### src/rtl/uart_tx_frame_if.sv
// Parallel-side handshake and serial line of the UART transmit framer.
interface uart_tx_frame_if;
  logic       txStart;
  logic [7:0] txData;
  logic       parityEn;
  logic       parityOdd;
  logic       twoStop;
  logic       txd;
  logic       busy;
  logic       clrTxStartBit;
  logic       txDone;

  modport master (
    output txStart, txData, parityEn, parityOdd, twoStop,
    input  txd, busy, clrTxStartBit, txDone
  );

  modport slave (
    input  txStart, txData, parityEn, parityOdd, twoStop,
    output txd, busy, clrTxStartBit, txDone
  );
endinterface

### src/rtl/uart_tx_frame.sv
// UART transmit serializer: start bit, 8 data bits LSB-first, optional parity,
// 1 or 2 stop bits, each bit held CLKS_PER_BIT clocks. All outputs are registered.
module uart_tx_frame #(
  parameter int CLKS_PER_BIT = 16,
  parameter int CNT_W        = 8
) (
  input  logic           clk,
  input  logic           rst,
  uart_tx_frame_if.slave bus
);

  typedef enum logic [2:0] {
    S_IDLE,
    S_START,
    S_DATA,
    S_PARITY,
    S_STOP
  } state_t;

  localparam logic [CNT_W-1:0] LAST_CNT = CNT_W'(CLKS_PER_BIT - 1);

  state_t           r_state;
  state_t           w_state_nxt;
  logic [CNT_W-1:0] r_cnt;
  logic [CNT_W-1:0] w_cnt_nxt;
  logic [2:0]       r_bit_idx;
  logic [2:0]       w_bit_idx_nxt;

  logic [7:0]       r_shadow;
  logic             r_par_en;
  logic             r_par_odd;
  logic             r_two_stop;

  logic             r_txd;
  logic             r_busy;
  logic             r_clr;
  logic             r_done;

  logic             w_accept;
  logic             w_bit_end;
  logic             w_txd_nxt;
  logic             w_busy_nxt;
  logic             w_done_nxt;

  assign w_bit_end = (r_cnt == LAST_CNT);

  // State register, shadow copy of the request, and the registered outputs.
  always_ff @(posedge clk) begin
    // NOTE: non-blocking assignments so every register samples pre-edge values.
    if (!rst) begin
      r_state    <= S_IDLE;
      r_cnt      <= '0;
      r_bit_idx  <= '0;
      r_shadow   <= '0;
      r_par_en   <= 1'b0;
      r_par_odd  <= 1'b0;
      r_two_stop <= 1'b0;
      r_txd      <= 1'b1;
      r_busy     <= 1'b0;
      r_clr      <= 1'b0;
      r_done     <= 1'b0;
    end else begin
      r_state   <= w_state_nxt;
      r_cnt     <= w_cnt_nxt;
      r_bit_idx <= w_bit_idx_nxt;
      if (w_accept) begin
        r_shadow   <= bus.txData;
        r_par_en   <= bus.parityEn;
        r_par_odd  <= bus.parityOdd;
        r_two_stop <= bus.twoStop;
      end
      r_txd  <= w_txd_nxt;
      r_busy <= w_busy_nxt;
      r_clr  <= w_accept;
      r_done <= w_done_nxt;
    end
  end

  // Next state: r_bit_idx walks the data bits in DATA and counts stop bits in STOP.
  always_comb begin
    // NOTE: defaults first so no path through this block leaves a signal unassigned (no latch).
    w_state_nxt   = r_state;
    w_cnt_nxt     = r_cnt;
    w_bit_idx_nxt = r_bit_idx;
    w_accept      = 1'b0;

    if (r_state == S_IDLE) begin
      w_cnt_nxt     = '0;
      w_bit_idx_nxt = '0;
      if (bus.txStart) begin
        w_accept    = 1'b1;
        w_state_nxt = S_START;
      end
    end else if (!w_bit_end) begin
      w_cnt_nxt = r_cnt + 1'b1;
    end else begin
      w_cnt_nxt = '0;
      case (r_state)
        S_START: begin
          w_state_nxt   = S_DATA;
          w_bit_idx_nxt = '0;
        end
        S_DATA: begin
          if (r_bit_idx == 3'd7) begin
            w_state_nxt   = r_par_en ? S_PARITY : S_STOP;
            w_bit_idx_nxt = '0;
          end else begin
            w_bit_idx_nxt = r_bit_idx + 3'd1;
          end
        end
        S_PARITY: begin
          w_state_nxt   = S_STOP;
          w_bit_idx_nxt = '0;
        end
        S_STOP: begin
          if (r_two_stop && (r_bit_idx == 3'd0)) begin
            w_bit_idx_nxt = 3'd1;
          end else begin
            w_state_nxt   = S_IDLE;
            w_bit_idx_nxt = '0;
          end
        end
        default: begin
          w_state_nxt   = S_IDLE;
          w_bit_idx_nxt = '0;
        end
      endcase
    end
  end

  // Outputs are decoded from the next state so the registered copies line up with it.
  always_comb begin
    w_txd_nxt = 1'b1;
    case (w_state_nxt)
      S_START:  w_txd_nxt = 1'b0;
      S_DATA:   w_txd_nxt = r_shadow[w_bit_idx_nxt];
      S_PARITY: w_txd_nxt = (^r_shadow) ^ r_par_odd;
      default:  w_txd_nxt = 1'b1;
    endcase
    w_busy_nxt = (w_state_nxt != S_IDLE);
    w_done_nxt = (w_state_nxt == S_STOP) && (w_cnt_nxt == LAST_CNT) &&
                 (w_bit_idx_nxt[0] == r_two_stop);
  end

  assign bus.txd           = r_txd;
  assign bus.busy          = r_busy;
  assign bus.clrTxStartBit = r_clr;
  assign bus.txDone        = r_done;

endmodule

### src/flat_wrapper.sv
// flat-port wrapper written by rule: the top's interface ports become plain ports
module uart_tx_frame_flat 
#(
  parameter int CLKS_PER_BIT = 16,
  parameter int CNT_W        = 8
)
  (clk, rst, bus_txStart, bus_txData, bus_parityEn, bus_parityOdd, bus_twoStop, bus_txd, bus_busy, bus_clrTxStartBit, bus_txDone);
  uart_tx_frame_if bus_i ();
  input  logic clk;
  input  logic rst;
  input wire logic [$bits(bus_i.txStart)-1:0] bus_txStart;
  input wire logic [$bits(bus_i.txData)-1:0] bus_txData;
  input wire logic [$bits(bus_i.parityEn)-1:0] bus_parityEn;
  input wire logic [$bits(bus_i.parityOdd)-1:0] bus_parityOdd;
  input wire logic [$bits(bus_i.twoStop)-1:0] bus_twoStop;
  output wire logic [$bits(bus_i.txd)-1:0] bus_txd;
  output wire logic [$bits(bus_i.busy)-1:0] bus_busy;
  output wire logic [$bits(bus_i.clrTxStartBit)-1:0] bus_clrTxStartBit;
  output wire logic [$bits(bus_i.txDone)-1:0] bus_txDone;
  assign bus_i.txStart = bus_txStart;
  assign bus_i.txData = bus_txData;
  assign bus_i.parityEn = bus_parityEn;
  assign bus_i.parityOdd = bus_parityOdd;
  assign bus_i.twoStop = bus_twoStop;
  assign bus_txd = bus_i.txd;
  assign bus_busy = bus_i.busy;
  assign bus_clrTxStartBit = bus_i.clrTxStartBit;
  assign bus_txDone = bus_i.txDone;
  uart_tx_frame #(.CLKS_PER_BIT(CLKS_PER_BIT), .CNT_W(CNT_W)) u_core (.clk(clk), .rst(rst), .bus(bus_i));
endmodule
### config.mk
export PLATFORM = sky130hd
export DESIGN_NAME = uart_tx_frame_flat
export DESIGN_NICKNAME = d
export VERILOG_FILES = /design/src/rtl/uart_tx_frame_if.sv /design/src/rtl/uart_tx_frame.sv /design/src/flat_wrapper.sv
export SDC_FILE = /design/constraint.sdc
export NUM_CORES = 1
export LEC_CHECK = 0
export CORE_MARGIN = 2
export CORE_UTILIZATION = 55
export DETAILED_ROUTE_END_ITERATION = 8
export PLACE_DENSITY = 0.78
export SYNTH_ARGS = -nofsm -noshare
export SYNTH_HDL_FRONTEND = slang
export SYNTH_SLANG_ARGS = --single-unit
### constraint.sdc
create_clock -name clk -period 2.5 [get_ports clk]
set_input_delay 0.375 -clock clk [delete_from_list [all_inputs] [get_ports clk]]
set_output_delay 0.375 -clock clk [all_outputs]
set_load 0.05 [all_outputs]
==> run metrics <==
outcome complete, no violations; area of the die 3330 µm²; Post-Syn Instances 184; # rows 19; crit path capture type flop; Post-CTS Setup Repair Bufs 0; CP max stage delay 0.48 ns; reg2reg start u_core.r_cnt[0]$_SDFF_PN0_; Cell Pwr Density 546 nW/µm²; Slowest cell on crit path or4_1; worst-path cell chain ha_1 -> and3_1 -> nand2_2 -> o311ai_2 -> nor2_1 -> or4_1 -> a31o_1; Area growth syn-to-layout 20.4%; final non-filler cell total 242; PortBufs 17; initial antenna violation count 0; CTS buffer count 5; Slew Limit Fails 0; Worst Setup EP u_core.bus.txd$_SDFF_PN1_; Post-synth EDFFs 0; DRT Pass-1 Iters 4; Slew headroom 61.8%; PnR worst setup slack 0.124 ns; clk slew on worst S/H paths 0.09 ns; reg2reg setup slack 0.12 ns; Die Span X 57.7 µm; R2R depth 7; Worst-Skew Late Latency 0.34 ns; Cells after DPL 234; critical path data arrival time 2.62 ns; GP Congestion 0.876; kind of critical path reg -> reg; syn avg cell area 8.62 µm²; vias in the first global route 1413; Nets 228; number of remaining DRC errors 0; Max Cap Viol 0; yosys warns 0; Post-Syn Area 1590 µm²; Crit. Startpoint u_core.r_cnt[0]$_SDFF_PN0_; Worst Tran Pin Value 0.569 ns; Setup TNS Final 0 ns; Longest Clk Path Bufs 2; Die Y 57.7 µm; RSZ-0062 raised after global routing false; VDD IR max 0.602 mV; Post-synth top flop dfxtp_1; Worst R2R End u_core.bus.txd$_SDFF_PN1_; first-pass GRT wire length 6.27 mm; CP Launch Type flop; Final min period 2.38 ns; core area 2760 µm²; Static Leak 0.727 nW; WL/cell 15.1 µm; H-Tree Depth 2; Layout Skew 0.00645 ns; pre-CTS setup slack 0.180 ns; Async S/R FF share, synth 0%; CTS Sinks 29; share of cells above drive strength 1 12.3%; # IOs 18; hold buffers post-CTS 0; top fanout value on the critical path 8; Hold Path Class reg -> reg; CTS tree yes; global-route usage over all layers 24.6%; fmax 0.421 GHz; post_cts resized 0; Detailed Route Iter0 Violations 54; drt total wl 3.65 mm; Final Hold Fails 0; Req. time, crit path 2.74 ns; Tot Pwr 1.04 mW; Seq/Total Area, Yosys 36.6%; DP HPWL 2.81 mm; Yosys reg bits 29; hold_ws 0.492 ns; Setup Viol. Count Final 0; largest net degree at the start of global routing 14; drt via density 5.98; post-synth cell types 50; final clock period utilization by the worst path 95.1%; diode count 0; Routed Antenna Nets 0; initial core utilization 57.5%; root buffer cell clkbuf_4; via count 1446; syn_nets 202; GRT overflow 0
==> state kept, by name, indices dropped and copies added, names as in the netlist <==
| register | count |
|---|---|
| u_core.r_state | 3 |
| u_core.r_par_odd | 1 |
| u_core.bus.txDone | 1 |
| u_core.r_two_stop | 1 |
| u_core.r_par_en | 1 |
| u_core.bus.clrTxStartBit | 1 |
| u_core.r_bit_idx | 3 |
| u_core.bus.txd | 1 |
| u_core.bus.busy | 1 |
| u_core.r_shadow | 8 |
| u_core.r_cnt | 8 |
==> cell type report <==
type / instances / area, µm²
clock buffers: 7 / 55.1
clock inverters: 1 / 30.0
flip-flops and latches: 29 / 581
repair buffers: 23 / 215
inverters: 4 / 15.0
fillers: 230 / 850
multi-input cells: 147 / 973
well taps: 31 / 38.8
==> cells by family (layout without fill, tap and decap cells) <==
family | count (synthesis) | count (layout) | share of synthesized area [%]
buf+inv | 8 | 35 | 1.97
simple gates | 89 | 89 | 29.4
xor+xnor | 14 | 14 | 8.60
compound gates | 37 | 37 | 18.3
flops | 29 | 29 | 36.6
mux | 3 | 3 | 1.89
fa+ha+maj | 4 | 4 | 3.16
==> routing by layer <==
metal  track usage (%)  vias up  part of all wire, %
li1                  -      713                    -
met1              28.8      674                   41
met2              42.4       51                   52
met3              6.25        8                  5.8
met4              10.6        0                  2.0
met5                 0        -                    0
==> synth_stat cells, drive strengths merged (2+ instances only) <==
| master | n | area share (%) |
|---|---|---|
| mux2i | 3 | 1.9 |
| xnor2 | 10 | 5.5 |
| nor4 | 3 | 1.6 |
| and3 | 4 | 1.7 |
| and2 | 9 | 3.6 |
| dfxtp | 29 | 37 |
| xor2 | 3 | 1.7 |
| or4 | 2 | 1.2 |
| ha | 4 | 3.2 |
| nand2b | 2 | 0.79 |
| o31ai | 3 | 1.4 |
| o21ai | 6 | 2.1 |
| inv | 4 | 0.95 |
| a22o | 2 | 1.7 |
| nor3 | 3 | 1.3 |
| nor2 | 14 | 3.8 |
| nand4 | 4 | 1.6 |
| or3 | 3 | 1.2 |
| nor2b | 2 | 0.79 |
| o221ai | 2 | 1.1 |
| a21oi | 13 | 4.1 |
| nand3 | 3 | 0.95 |
| clkbuf | 3 | 0.71 |
| o211ai | 3 | 1.4 |
| nand2 | 35 | 8.4 |
==> worst max-delay path: cells and delay by family, from the launching register on <==
kind,cells,cell delay (ns)
DFF,1,0.40
and+or+nand+nor,4,1.02
adders and majority gates,1,0.27
AOI/OAI and AO/OA,2,0.60
==> per-stage QoR <==
step                      util (%)  cell area, µm²
after detailed placement      66.1            1820
after floorplan                  -            1590
after global placement        66.1            1820
after global routing          69.2            1910
after CTS                     69.2            1910
final                         69.2            1910
==> placed cells by master (no fill, tap or decap), types with 4 or more instances in the layout <==
| cell type | count |
|---|---|
| a21oi_1 | 13 |
| and2_1 | 8 |
| buf_4 | 6 |
| clkbuf_4 | 5 |
| clkdlybuf4s50_1 | 17 |
| dfxtp_1 | 29 |
| ha_1 | 4 |
| inv_1 | 4 |
| nand2_1 | 34 |
| nand4_1 | 4 |
| nor2_1 | 13 |
| o21ai_0 | 4 |
| xnor2_1 | 10 |
==> where the power goes <==
group / switching, mW / total (mW) / internal [mW]
Clock: 0.164 / 0.402 / 0.239
Sequential: 0.0172 / 0.496 / 0.479
Combinational: 0.0700 / 0.143 / 0.0731
==> how the worst min path moves through the flow <==
stage	from	endpoint	cells past startpoint
3_5_place_dp	u_core.r_cnt[0]$_SDFF_PN0_	u_core.r_cnt[0]$_SDFF_PN0_	1
2_1_floorplan	u_core.r_cnt[0]$_SDFF_PN0_	u_core.r_cnt[0]$_SDFF_PN0_	1
5_1_grt	u_core.r_cnt[0]$_SDFF_PN0_	u_core.r_cnt[0]$_SDFF_PN0_	1
4_1_cts	u_core.r_shadow[1]$_SDFFE_PN0P_	u_core.r_shadow[1]$_SDFFE_PN0P_	2
3_3_place_gp	u_core.r_cnt[0]$_SDFF_PN0_	u_core.r_cnt[0]$_SDFF_PN0_	1
6_report	u_core.r_cnt[0]$_SDFF_PN0_	u_core.r_cnt[0]$_SDFF_PN0_	1
(Power assumes the default switching activity.)
